## config.mk

```make
export PLATFORM = sky130hd
export DESIGN_NAME = gshare_resolve_queue_flat
export DESIGN_NICKNAME = d
export VERILOG_FILES = /design/src/rtl/gshare_resolve_queue_pkg.sv /design/src/rtl/gshare_resolve_queue_if.sv /design/src/rtl/gshare_resolve_queue_ckpt_fifo.sv /design/src/rtl/gshare_resolve_queue.sv /design/src/flat_wrapper.sv
export SDC_FILE = /design/constraint.sdc
export NUM_CORES = 1
export LEC_CHECK = 0
export ABC_AREA = 0
export BUFFER_PORTS_ARGS = -buffer_cell sky130_fd_sc_hd__buf_2
export CAP_MARGIN = 25
export CORE_MARGIN = 4
export CORE_UTILIZATION = 55
export DETAILED_ROUTE_END_ITERATION = 7
export GPL_ROUTABILITY_DRIVEN = 0
export GPL_TIMING_DRIVEN = 1
export PLACE_DENSITY = 0.75
export SYNTH_ARGS = -nofsm -noshare
export SYNTH_HDL_FRONTEND = slang
export SYNTH_HIERARCHICAL = 1
export SYNTH_SLANG_ARGS = --single-unit
```

## constraint.sdc

```tcl
create_clock -name clk -period 4.25 [get_ports clk]
set_input_delay 0.2125 -clock clk [delete_from_list [all_inputs] [get_ports clk]]
set_output_delay 0.2125 -clock clk [all_outputs]
set_load 0.005 [all_outputs]
```

## src/rtl/gshare_resolve_queue_pkg.sv

```systemverilog
// Shared types and constants for the gshare predictor and its resolve queue.
// bp_entry_t is laid out at the default history length; other widths use the same field order.
package gshare_pkg;

   localparam int unsigned BP_N       = 7;
   localparam int unsigned PHT_STATES = 4;

   typedef struct packed {
      logic [BP_N-1:0] pc;
      logic            taken;
      logic [BP_N-1:0] history;
   } bp_entry_t;

   // Packed width of one checkpoint {pc, taken, history} for history length n.
   function automatic int unsigned entry_bits(input int unsigned n);
      return 2 * n + 1;
   endfunction

endpackage

```

## src/rtl/gshare_resolve_queue_if.sv

```systemverilog
// Predictor/execute-facing bundle of the resolve queue.
// The master side is the predictor plus execute stage; the slave side is the queue.
interface gshare_resolve_queue_if #(
   parameter int unsigned N     = 7,
   parameter int unsigned DEPTH = 8
);
   localparam int unsigned CW = $clog2(DEPTH) + 1;

   logic          predict_valid;
   logic [N-1:0]  predict_pc;
   logic          predict_taken;
   logic [N-1:0]  predict_history;
   logic          alloc_ready;
   logic          resolve_valid;
   logic          resolve_taken;
   logic          resolve_ready;
   logic          train_valid;
   logic          train_taken;
   logic [N-1:0]  train_pc;
   logic [N-1:0]  train_history;
   logic          train_mispredicted;
   logic [CW-1:0] count;

   modport master (
      output predict_valid, predict_pc, predict_taken, predict_history,
      output resolve_valid, resolve_taken,
      input  alloc_ready, resolve_ready,
      input  train_valid, train_taken, train_pc, train_history, train_mispredicted,
      input  count
   );

   modport slave (
      input  predict_valid, predict_pc, predict_taken, predict_history,
      input  resolve_valid, resolve_taken,
      output alloc_ready, resolve_ready,
      output train_valid, train_taken, train_pc, train_history, train_mispredicted,
      output count
   );

endinterface

```

## src/rtl/gshare_resolve_queue_ckpt_fifo.sv

```systemverilog
// In-order checkpoint storage: circular buffer with separate occupancy count.
// Flush clears pointers and count in one cycle and overrides any push or pop.
module gshare_ckpt_fifo #(
   parameter int unsigned W     = 15,
   parameter int unsigned DEPTH = 8,
   localparam int unsigned AW   = $clog2(DEPTH),
   localparam int unsigned CW   = AW + 1
) (
   input  logic          clk,
   input  logic          areset_n,
   input  logic          push,
   input  logic          pop,
   input  logic          flush,
   input  logic [W-1:0]  wdata,
   output logic [W-1:0]  rdata,
   output logic          full,
   output logic          empty,
   output logic [CW-1:0] count
);

   logic [W-1:0]  mem_q [DEPTH];
   logic [AW-1:0] head_q, head_d;
   logic [AW-1:0] tail_q, tail_d;
   logic [CW-1:0] count_q, count_d;

   always_comb begin
      head_d  = head_q;
      tail_d  = tail_q;
      count_d = count_q;
      if (flush) begin
         head_d  = '0;
         tail_d  = '0;
         count_d = '0;
      end else begin
         if (push) tail_d = tail_q + 1'b1;
         if (pop)  head_d = head_q + 1'b1;
         unique case ({push, pop})
            2'b10:   count_d = count_q + 1'b1;
            2'b01:   count_d = count_q - 1'b1;
            default: count_d = count_q;
         endcase
      end
   end

   always_ff @(posedge clk or negedge areset_n) begin
      if (!areset_n) begin
         head_q  <= '0;
         tail_q  <= '0;
         count_q <= '0;
      end else begin
         head_q  <= head_d;
         tail_q  <= tail_d;
         count_q <= count_d;
      end
   end

   // Storage needs no reset: entries are only read while count says they are live.
   always_ff @(posedge clk) begin
      if (push && !flush) mem_q[tail_q] <= wdata;
   end

   assign rdata = mem_q[head_q];
   assign full  = (count_q == CW'(DEPTH));
   assign empty = (count_q == '0);
   assign count = count_q;

endmodule

```

## src/rtl/gshare_resolve_queue.sv

```systemverilog
// Checkpoint queue behind the gshare predictor: resolves the oldest branch,
// drives registered training outputs and flushes wrong-path entries on a mispredict.
module gshare_resolve_queue
   import gshare_pkg::*;
#(
   parameter int unsigned N     = 7,
   parameter int unsigned DEPTH = 8
) (
   input logic                  clk,
   input logic                  areset_n,
   gshare_resolve_queue_if.slave bus
);

   localparam int unsigned W  = entry_bits(N);
   localparam int unsigned CW = $clog2(DEPTH) + 1;

   typedef struct packed {
      logic [N-1:0] pc;
      logic         taken;
      logic [N-1:0] history;
   } entry_t;

   entry_t        wr_entry;
   entry_t        head_entry;
   logic [W-1:0]  head_bits;
   logic          full;
   logic          empty;
   logic          pop;
   logic          mis;
   logic          flush;
   logic          push;
   logic [CW-1:0] count;

   logic         train_valid_q, train_valid_d;
   logic         train_taken_q, train_taken_d;
   logic [N-1:0] train_pc_q, train_pc_d;
   logic [N-1:0] train_history_q, train_history_d;
   logic         train_mis_q, train_mis_d;

   always_comb begin
      wr_entry.pc      = bus.predict_pc;
      wr_entry.taken   = bus.predict_taken;
      wr_entry.history = bus.predict_history;
   end

   assign head_entry = entry_t'(head_bits);

   // Mispredict flush takes priority over a same-cycle push, so the push is dropped here.
   assign pop   = bus.resolve_valid && !empty;
   assign mis   = head_entry.taken != bus.resolve_taken;
   assign flush = pop && mis;
   assign push  = bus.predict_valid && !full && !flush;

   gshare_ckpt_fifo #(
      .W     (W),
      .DEPTH (DEPTH)
   ) u_fifo (
      .clk      (clk),
      .areset_n (areset_n),
      .push     (push),
      .pop      (pop),
      .flush    (flush),
      .wdata    (W'(wr_entry)),
      .rdata    (head_bits),
      .full     (full),
      .empty    (empty),
      .count    (count)
   );

   always_comb begin
      train_valid_d   = pop;
      train_taken_d   = train_taken_q;
      train_pc_d      = train_pc_q;
      train_history_d = train_history_q;
      train_mis_d     = train_mis_q;
      if (pop) begin
         train_taken_d   = bus.resolve_taken;
         train_pc_d      = head_entry.pc;
         train_history_d = head_entry.history;
         train_mis_d     = mis;
      end
   end

   always_ff @(posedge clk or negedge areset_n) begin
      if (!areset_n) begin
         train_valid_q   <= 1'b0;
         train_taken_q   <= 1'b0;
         train_pc_q      <= '0;
         train_history_q <= '0;
         train_mis_q     <= 1'b0;
      end else begin
         train_valid_q   <= train_valid_d;
         train_taken_q   <= train_taken_d;
         train_pc_q      <= train_pc_d;
         train_history_q <= train_history_d;
         train_mis_q     <= train_mis_d;
      end
   end

   assign bus.alloc_ready        = !full;
   assign bus.resolve_ready      = !empty;
   assign bus.count              = count;
   assign bus.train_valid        = train_valid_q;
   assign bus.train_taken        = train_taken_q;
   assign bus.train_pc           = train_pc_q;
   assign bus.train_history      = train_history_q;
   assign bus.train_mispredicted = train_mis_q;

endmodule

```

## src/flat_wrapper.sv

```systemverilog
// flat-port wrapper written by rule: the top's interface ports become plain ports
module gshare_resolve_queue_flat import gshare_pkg::*;
#(
   parameter int unsigned N     = 7,
   parameter int unsigned DEPTH = 8
)
  (clk, areset_n, bus_predict_valid, bus_predict_pc, bus_predict_taken, bus_predict_history, bus_resolve_valid, bus_resolve_taken, bus_alloc_ready, bus_resolve_ready, bus_train_valid, bus_train_taken, bus_train_pc, bus_train_history, bus_train_mispredicted, bus_count);
  gshare_resolve_queue_if #(.N(N), .DEPTH(DEPTH)) bus_i ();
  input logic clk;
  input logic areset_n;
  input wire logic [$bits(bus_i.predict_valid)-1:0] bus_predict_valid;
  input wire logic [$bits(bus_i.predict_pc)-1:0] bus_predict_pc;
  input wire logic [$bits(bus_i.predict_taken)-1:0] bus_predict_taken;
  input wire logic [$bits(bus_i.predict_history)-1:0] bus_predict_history;
  input wire logic [$bits(bus_i.resolve_valid)-1:0] bus_resolve_valid;
  input wire logic [$bits(bus_i.resolve_taken)-1:0] bus_resolve_taken;
  output wire logic [$bits(bus_i.alloc_ready)-1:0] bus_alloc_ready;
  output wire logic [$bits(bus_i.resolve_ready)-1:0] bus_resolve_ready;
  output wire logic [$bits(bus_i.train_valid)-1:0] bus_train_valid;
  output wire logic [$bits(bus_i.train_taken)-1:0] bus_train_taken;
  output wire logic [$bits(bus_i.train_pc)-1:0] bus_train_pc;
  output wire logic [$bits(bus_i.train_history)-1:0] bus_train_history;
  output wire logic [$bits(bus_i.train_mispredicted)-1:0] bus_train_mispredicted;
  output wire logic [$bits(bus_i.count)-1:0] bus_count;
  assign bus_i.predict_valid = bus_predict_valid;
  assign bus_i.predict_pc = bus_predict_pc;
  assign bus_i.predict_taken = bus_predict_taken;
  assign bus_i.predict_history = bus_predict_history;
  assign bus_i.resolve_valid = bus_resolve_valid;
  assign bus_i.resolve_taken = bus_resolve_taken;
  assign bus_alloc_ready = bus_i.alloc_ready;
  assign bus_resolve_ready = bus_i.resolve_ready;
  assign bus_train_valid = bus_i.train_valid;
  assign bus_train_taken = bus_i.train_taken;
  assign bus_train_pc = bus_i.train_pc;
  assign bus_train_history = bus_i.train_history;
  assign bus_train_mispredicted = bus_i.train_mispredicted;
  assign bus_count = bus_i.count;
  gshare_resolve_queue #(.N(N), .DEPTH(DEPTH)) u_core (.clk(clk), .areset_n(areset_n), .bus(bus_i));
endmodule
```

Word-level counts from Yosys, hierarchy flattened --
Memory sizes are Yosys's and may differ from the RTL's. Cells that the tools add are included. Widths: inputs -> output; s select.
Word-level totals: RAM bits 120, bits in registers 27, memories 1, output and inout bits 23, bits of input ports 20, logic and storage cells 37
Operators by class: reductions and logical operators 12, multiplexer cells 8, $add $sub $neg 4, eq/ne operators 4
Memory list:
- u_core.u_fifo.mem_q | words 8, bits a word 15, read ports 1, clocked after Yosys merged registers in 0, write ports 1, line gshare_resolve_queue_ckpt_fifo.sv:21 | logic [W-1:0] mem_q [DEPTH];
Operators with widths (count):
- $mux 3 | 4
- $pmux 4 s2 | 1
- $add 3x1->3 const B | 2
- $logic_and 1x1->1 | 5
- $add 4x1->4 const B | 1
- $eq 4x4->1 const B | 1
- $logic_not 4->1 | 1
- $mux 4 | 1
- $reduce_bool 2->1 | 2
- $sub 4x1->4 const B | 1
- $logic_not 1->1 | 3
- $reduce_bool 3->1 | 1
- $eq 2x1->1 const B | 1
- $eq 2x2->1 const B | 1
- $mux 1 | 2
- $ne 1x1->1 | 1

Longest topological paths before layout --
word-level depth 9, gate-level depth with buffers 12, gate-level depth less buffers 10

By module --
Netlist, hierarchy kept.
By module, submodules not included:
- gshare_ckpt_fifo | cells each 250, times used 1, area each 5282.6 um2, seq. area each 3853.7 um2
- gshare_resolve_queue | cells each 42, times used 1, area each 694.4 um2, seq. area each 425.4 um2

Worst setup path after synthesis --
Ideal clock, no wire load.
path type register to register, start register u_core.u_fifo.head_q[0], end memory u_core.u_fifo.mem_q[0][0], enable pin, arrival time 3.468 ns, slack 0.376 ns, data required time 3.844 ns, cell stages (with the launch flop) 8, clock period less this slack 3.874 ns, setup time 0.406 ns, buffers on the path 1, cells stage by stage dfrtp_1 -> buf_6 -> mux4_1 -> mux2_2 -> xor2_1 -> a21oi_1 -> or3b_2 -> nor3_1
On the way: cells in the longest elaborated chain, start to end 8
Ends and longest elaborated chain:
- from (decl) | line gshare_resolve_queue_ckpt_fifo.sv:22 | logic [AW-1:0] head_q, head_d;
- from (signal assigned) | line gshare_resolve_queue_ckpt_fifo.sv:47 | head_q <= '0;
- from (signal assigned) | line gshare_resolve_queue_ckpt_fifo.sv:51 | head_q <= head_d;
- $mem_v2 8x15
- net u_core.head_bits[7] | line gshare_resolve_queue.sv:25 | logic [W-1:0] head_bits;
- $ne 1x1->1 | line gshare_resolve_queue.sv:50 | assign mis = head_entry.taken != bus.resolve_taken;
- $logic_and 1x1->1 | line gshare_resolve_queue.sv:51 | assign flush = pop && mis;
- $logic_not 1->1 | line gshare_resolve_queue.sv:52 | assign push = bus.predict_valid && !full && !flush;
- $logic_and 1x1->1 | line gshare_resolve_queue.sv:52
- net u_core.push | line gshare_resolve_queue.sv:31 | logic push;
- $logic_and 1x1->1 | line gshare_resolve_queue_ckpt_fifo.sv:59 | if (push && !flush) mem_q[tail_q] <= wdata;
- $mux 1 | line gshare_resolve_queue_ckpt_fifo.sv:59
- $mux 1 (implied by the code) | line gshare_resolve_queue_ckpt_fifo.sv:59
- to (decl) | line gshare_resolve_queue_ckpt_fifo.sv:21
The timed path passes the listed nets, and every way through them passes these cells.

Final worst setup path --
start register u_core.u_fifo.head_q[1], end register u_core.u_fifo.count_q[3] (netlist: u_core/u_fifo/count[3])
On the way: cells in the longest elaborated chain, start to end 8, elaborated cells on any way between the ends 10, those cells by class 3 x eq/ne; 2 x mux; 4 x reduce/logical; 1 x memory
Ends and longest elaborated chain:
- $mem_v2 8x15 (*)
- net u_core.head_bits[7] | line gshare_resolve_queue.sv:25
- $ne 1x1->1 (*) | line gshare_resolve_queue.sv:50
- $logic_and 1x1->1 (*) | line gshare_resolve_queue.sv:51
- $logic_not 1->1 (*) | line gshare_resolve_queue.sv:52
- $logic_and 1x1->1 (*) | line gshare_resolve_queue.sv:52
- net u_core.push | line gshare_resolve_queue.sv:31
- $eq 2x1->1 / $eq 2x2->1 (equally long branches) | line gshare_resolve_queue_ckpt_fifo.sv:37 | unique case ({push, pop})
- $pmux 4 s2 | line gshare_resolve_queue_ckpt_fifo.sv:37
- $mux 4 | line gshare_resolve_queue_ckpt_fifo.sv:30 | if (flush) begin
- to (signal assigned) | line gshare_resolve_queue_ckpt_fifo.sv:53 | count_q <= count_d;
- to (decl) | line gshare_resolve_queue_ckpt_fifo.sv:24 | logic [CW-1:0] count_q, count_d;
Mark *: on every way through the listed nets, which the timed path passes. The rest lies on a longest branch. A chain may end at the register's enable or synchronous reset.

==> results.md <==
Clock tree:
- The number of buffers inserted by post-CTS setup repair is 0.
- The number of H-tree branching levels is 4.
- The clock drives approximately 150 sinks.
- The clock network latency to the later pin of the worst-skew pair is about 0.51 ns.
- The deepest clock path buffer count is 2.
- The CTS tree is done.
- The clock transition time at the flip-flop clock pins of the worst setup and hold paths is 0.07 ns.
- The TritonCTS buffer count is 17.
- The buffer type at the clock tree root is sky130_fd_sc_hd__clkbuf_8.

Status:
- The run finished with clean final reports.

Placed design:
- The detailed placement HPWL is between 6 and 7 mm.
- In this run the tool buffered the top-level ports with 42 buffer cells.

Routing:
- The total routed wirelength is approximately 11 mm.
- The DRC marker count from the first detailed-route iteration is approximately 280.
- The average detailed-routed wire length per instance is about 21 um.
- The first detailed-routing pass ran for 4 iterations.
- Using the TritonRoute via totals, the vias-per-cell ratio works out to approximately 5.8.
- For this block, the via count after detailed routing is about 3000.
- In this run the remaining antenna-violating nets after routing total 0.
- In the routed design, unresolved DRC markers number 0.

Timing:
- The final hold violation count came to 0.
- For the pin with the worst max-slew slack, the measured transition is just under 0.7 ns.
- Setup repair after global routing left no endpoint under its margin.
- The final total negative setup slack is 0 ns.
- Of the available clock period, the critical path in the final layout requires 0.778.
- The peak clock frequency supported by timing is 302 MHz.
- Setup violations remaining at the end of the flow were counted as 0.
- The worst slew margin relative to its limit is 0.540.
- For the final database, setup skew stands at 0.0121 ns.
- The final number of max-transition violations is 0.
- The final critical path time including I/O delays and setup is 3.31 ns.

Power and ir drop:
- The total power divided by cell area is between 600 and 700 nW/um2.
- The switching part of the total power is 0.284.
- The combinational group share of total power is 0.292.
- Total power for the finished layout comes to ~4.7 mW.
- Summed over all cells, the static leakage comes to roughly 2.7 nW.
- Cell internal power was estimated by the tool at 3.39 mW.
- Summed over all nets, the switching power comes to between 1 and 1.5 mW.
- The worst-case vdd ir drop is 0.364 mV.
- Of the total power, registers draw 0.412.
- The share of total power dissipated in the clock network is 0.296.

Floorplanning:
- The area of the die is roughly 13000 um2.
- In this run the vertical extent of the chip is between 100 and 150 um.
- The region available for standard cell placement spans between 10000 and 15000 um2.
- The I/O pin total is 43.
- The floorplan step set the die width to 112 um.
- The initial utilization of the core area, before any placement, comes to 0.571.
- The cell row count is 37.

Global route:
- Entering global routing, the biggest net connects 33 pins.
- The via count of the first global-routing pass was between 3000 and 4000.
- In the global route stage, overall resource usage came out at 0.191.
- The number of antenna violations at the first check in global routing was 0.
- The wire length of the first global-routing pass is approximately 18 mm.
- The global route total overflow is 0.

Synthesis:
- The post-synth net total is between 300 and 400.
- The instance count of the mapped netlist is around 290.
- The dominant synthesized flop cell is sky130_fd_sc_hd__edfxtp_1.
- In this run, synthesis produced a sequential element count of roughly 150.
- The post-synthesis sequential area ratio is 0.716.
- The share of Yosys cell area claimed by the top area cell type is 0.603.
- By area the synthesized netlist is led by sky130_fd_sc_hd__edfxtp_1 60%, sky130_fd_sc_hd__mux4_1 13%, sky130_fd_sc_hd__dfrtp_1 11%.
- The share of the synthesized netlist area taken by xor and xnor gates is 0.0103.
- The share of the synthesized area in compound gates (AO/OA/AOI/OAI) is 0.0121.
- The distinct cell type count of the synthesized netlist is 35.
- After synthesis, the largest family of logic cells by area is multiplexers.
- The basic-gate share of the synthesized area counting and, or, nand and nor cells is 0.0341.
- By instance count, the leading cell after synthesis is sky130_fd_sc_hd__edfxtp_1.
- The share of flip-flops with an asynchronous set or reset is 0.184.
- Yosys printed 6 warnings.
- After synthesis, the share of cell area in mux cells is 0.200.
- In this run the cell area of the synthesized design comes to between 5000 and 6000 um2.
- The number of enable flip-flop cells after synthesis is 120.
- Of the total synthesized cell area, the portion taken by full adders, half adders and majority gates is 0.00837.
- The commonest cells after synthesis are 120 x sky130_fd_sc_hd__edfxtp_1, 30 x sky130_fd_sc_hd__mux4_1, 27 x sky130_fd_sc_hd__dfrtp_1.
- A synthesized cell averages approximately 20 um2.
- The dominant cell type by area after synthesis is sky130_fd_sc_hd__edfxtp_1.

Final layout:
- The share of the core filled with cells in the final layout is 0.685.
- The number of nets in the finished design is ~400.
- The area growth from synthesis to layout is 19.9%.
- The repair_antennas step left the layout with diodes totalling 0.
- The fraction of final layout cells with drive strength greater than 1 is 0.330.

Setup path:
- The worst setup path is launched from a register.
- Of all nets on the critical path, the largest fanout is 32.
- Walking the worst path, the cells encountered are buf_4 > mux4_1 > mux2_2 > xor2_1 > a21oi_1 > buf_4 > nand2b_1 > inv_1 > ha_1 > a31o_2 > a2111oi_0 > nand4b_1.
- The library cell appearing most often on the critical path is sky130_fd_sc_hd__buf_4.
- The largest individual stage delay along the critical path comes from the cell sky130_fd_sc_hd__buf_4.
- The worst path required time is 4.70 ns.
- The critical path arrival is roughly 3.8 ns.
- For this run, the slowest stage of the critical path takes 0.37 ns.
- The classification of the worst setup path is reg2reg.
- STA classifies the critical path endpoint as a register.

Min path:
- The path class of the lowest-slack min-delay path is in2async.

Flow run:
- The count of max-cap constraint violations is 0.
## power groups by stage
stage          clock network (mW)  logic (mW)  registers [mW]
2_1_floorplan                   0       0.978            1.96
3_3_place_gp                    0        1.33            1.96
3_5_place_dp                    0        1.36            1.98
4_1_cts                      1.42        1.38            1.95
5_1_grt                      1.51        1.50            1.98
6_report                     1.40        1.38            1.95
## layout by cell type (no fill, tap or decap), drive strengths merged, types with 3 or more instances in the layout
cell and count:
nand2b 5, inv 10, xnor2 3, dfrtp 27, buf 64, nor3 4, clkinv 5, clkbuf 19
xor2 4, mux2 31, mux2i 3, mux4 30, ha 4, dlygate4sd3 17, nand2 4, nor2 17
edfxtp 120
## final cells by class
type	count	area, um2
sequential	147	4280
fill	671	3300
multi-input combinational	125	1590
timing repair buffer	81	546
clock buffer	19	422
tap	136	170
clock inverter	13	134
inverter	6	22.5
## metrics by stage
step	std cells	cell area, um2	setup slack (ns)	hold slack [ns]
after floorplan	292	5980	0.376	-0.0831
after global placement	478	6440	1.06	0.299
after detailed placement	478	6440	0.961	0.305
after CTS	527	7170	0.948	0.285
after global routing	527	7170	0.645	0.302
final	527	7170	0.943	0.274
## timing repair
action / 4_1_cts / 5_1_grt
endpoints found under the hold margin: 148 / 0
hold buffers: 17 / 0
gates resized for setup: 0 / 0
## critical path, delay by kind of cell, from the launching register on
family	cells	cell delay, ns
AO/OA/AOI/OAI	3	0.76
buffers and inverters	3	0.65
multiplexers	2	0.64
AND/OR/NAND/NOR	2	0.35
adder cells (fa/ha/maj)	1	0.33
flip-flops	1	0.32
XOR/XNOR	1	0.17
## routing by layer
metal,up-vias,global-route usage,part of all wire
li1,1365,-,-
met1,1546,0.274,0.43
met2,108,0.298,0.49
met3,15,0.0469,0.070
met4,0,0.0545,0.012
met5,-,0,0
## flip-flops by register name, indices dropped and copies added (netlist names)
name	flops
u_core/u_fifo/head_q	3
u_core/u_fifo/count	4
u_core/u_fifo/mem_q	120
u_core/bus.train_pc	7
u_core/bus.train_history	7
u_core/bus.train_taken	1
u_core/u_fifo/tail_q	3
u_core/bus.train_valid	1
u_core/bus.train_mispredicted	1
## worst paths after layout
kind	from	end	slack, ns	cells after the start
worst min-delay path	areset_n	u_core/u_fifo/count[1]	0.27	2
max in group asynchronous	areset_n	u_core/bus.train_pc[6]	3.52	2
min in group clk	bus_resolve_valid	u_core/bus.train_valid	0.31	3
worst min register to register	u_core/bus.train_taken	u_core/bus.train_taken	0.50	1
worst max-delay path	u_core/u_fifo/head_q[1]	u_core/u_fifo/count[3]	0.94	12
worst max register to register	u_core/u_fifo/head_q[1]	u_core/u_fifo/count[3]	0.94	12
## cells by family after synthesis
family | Yosys count
AOI/OAI and AO/OA | 9
buffers and inverters | 20
adders and majority gates | 4
DFF | 147
xor gates and xnor gates | 7
muxes | 64
and+or+nand+nor | 41
(Power assumes the default switching activity.)
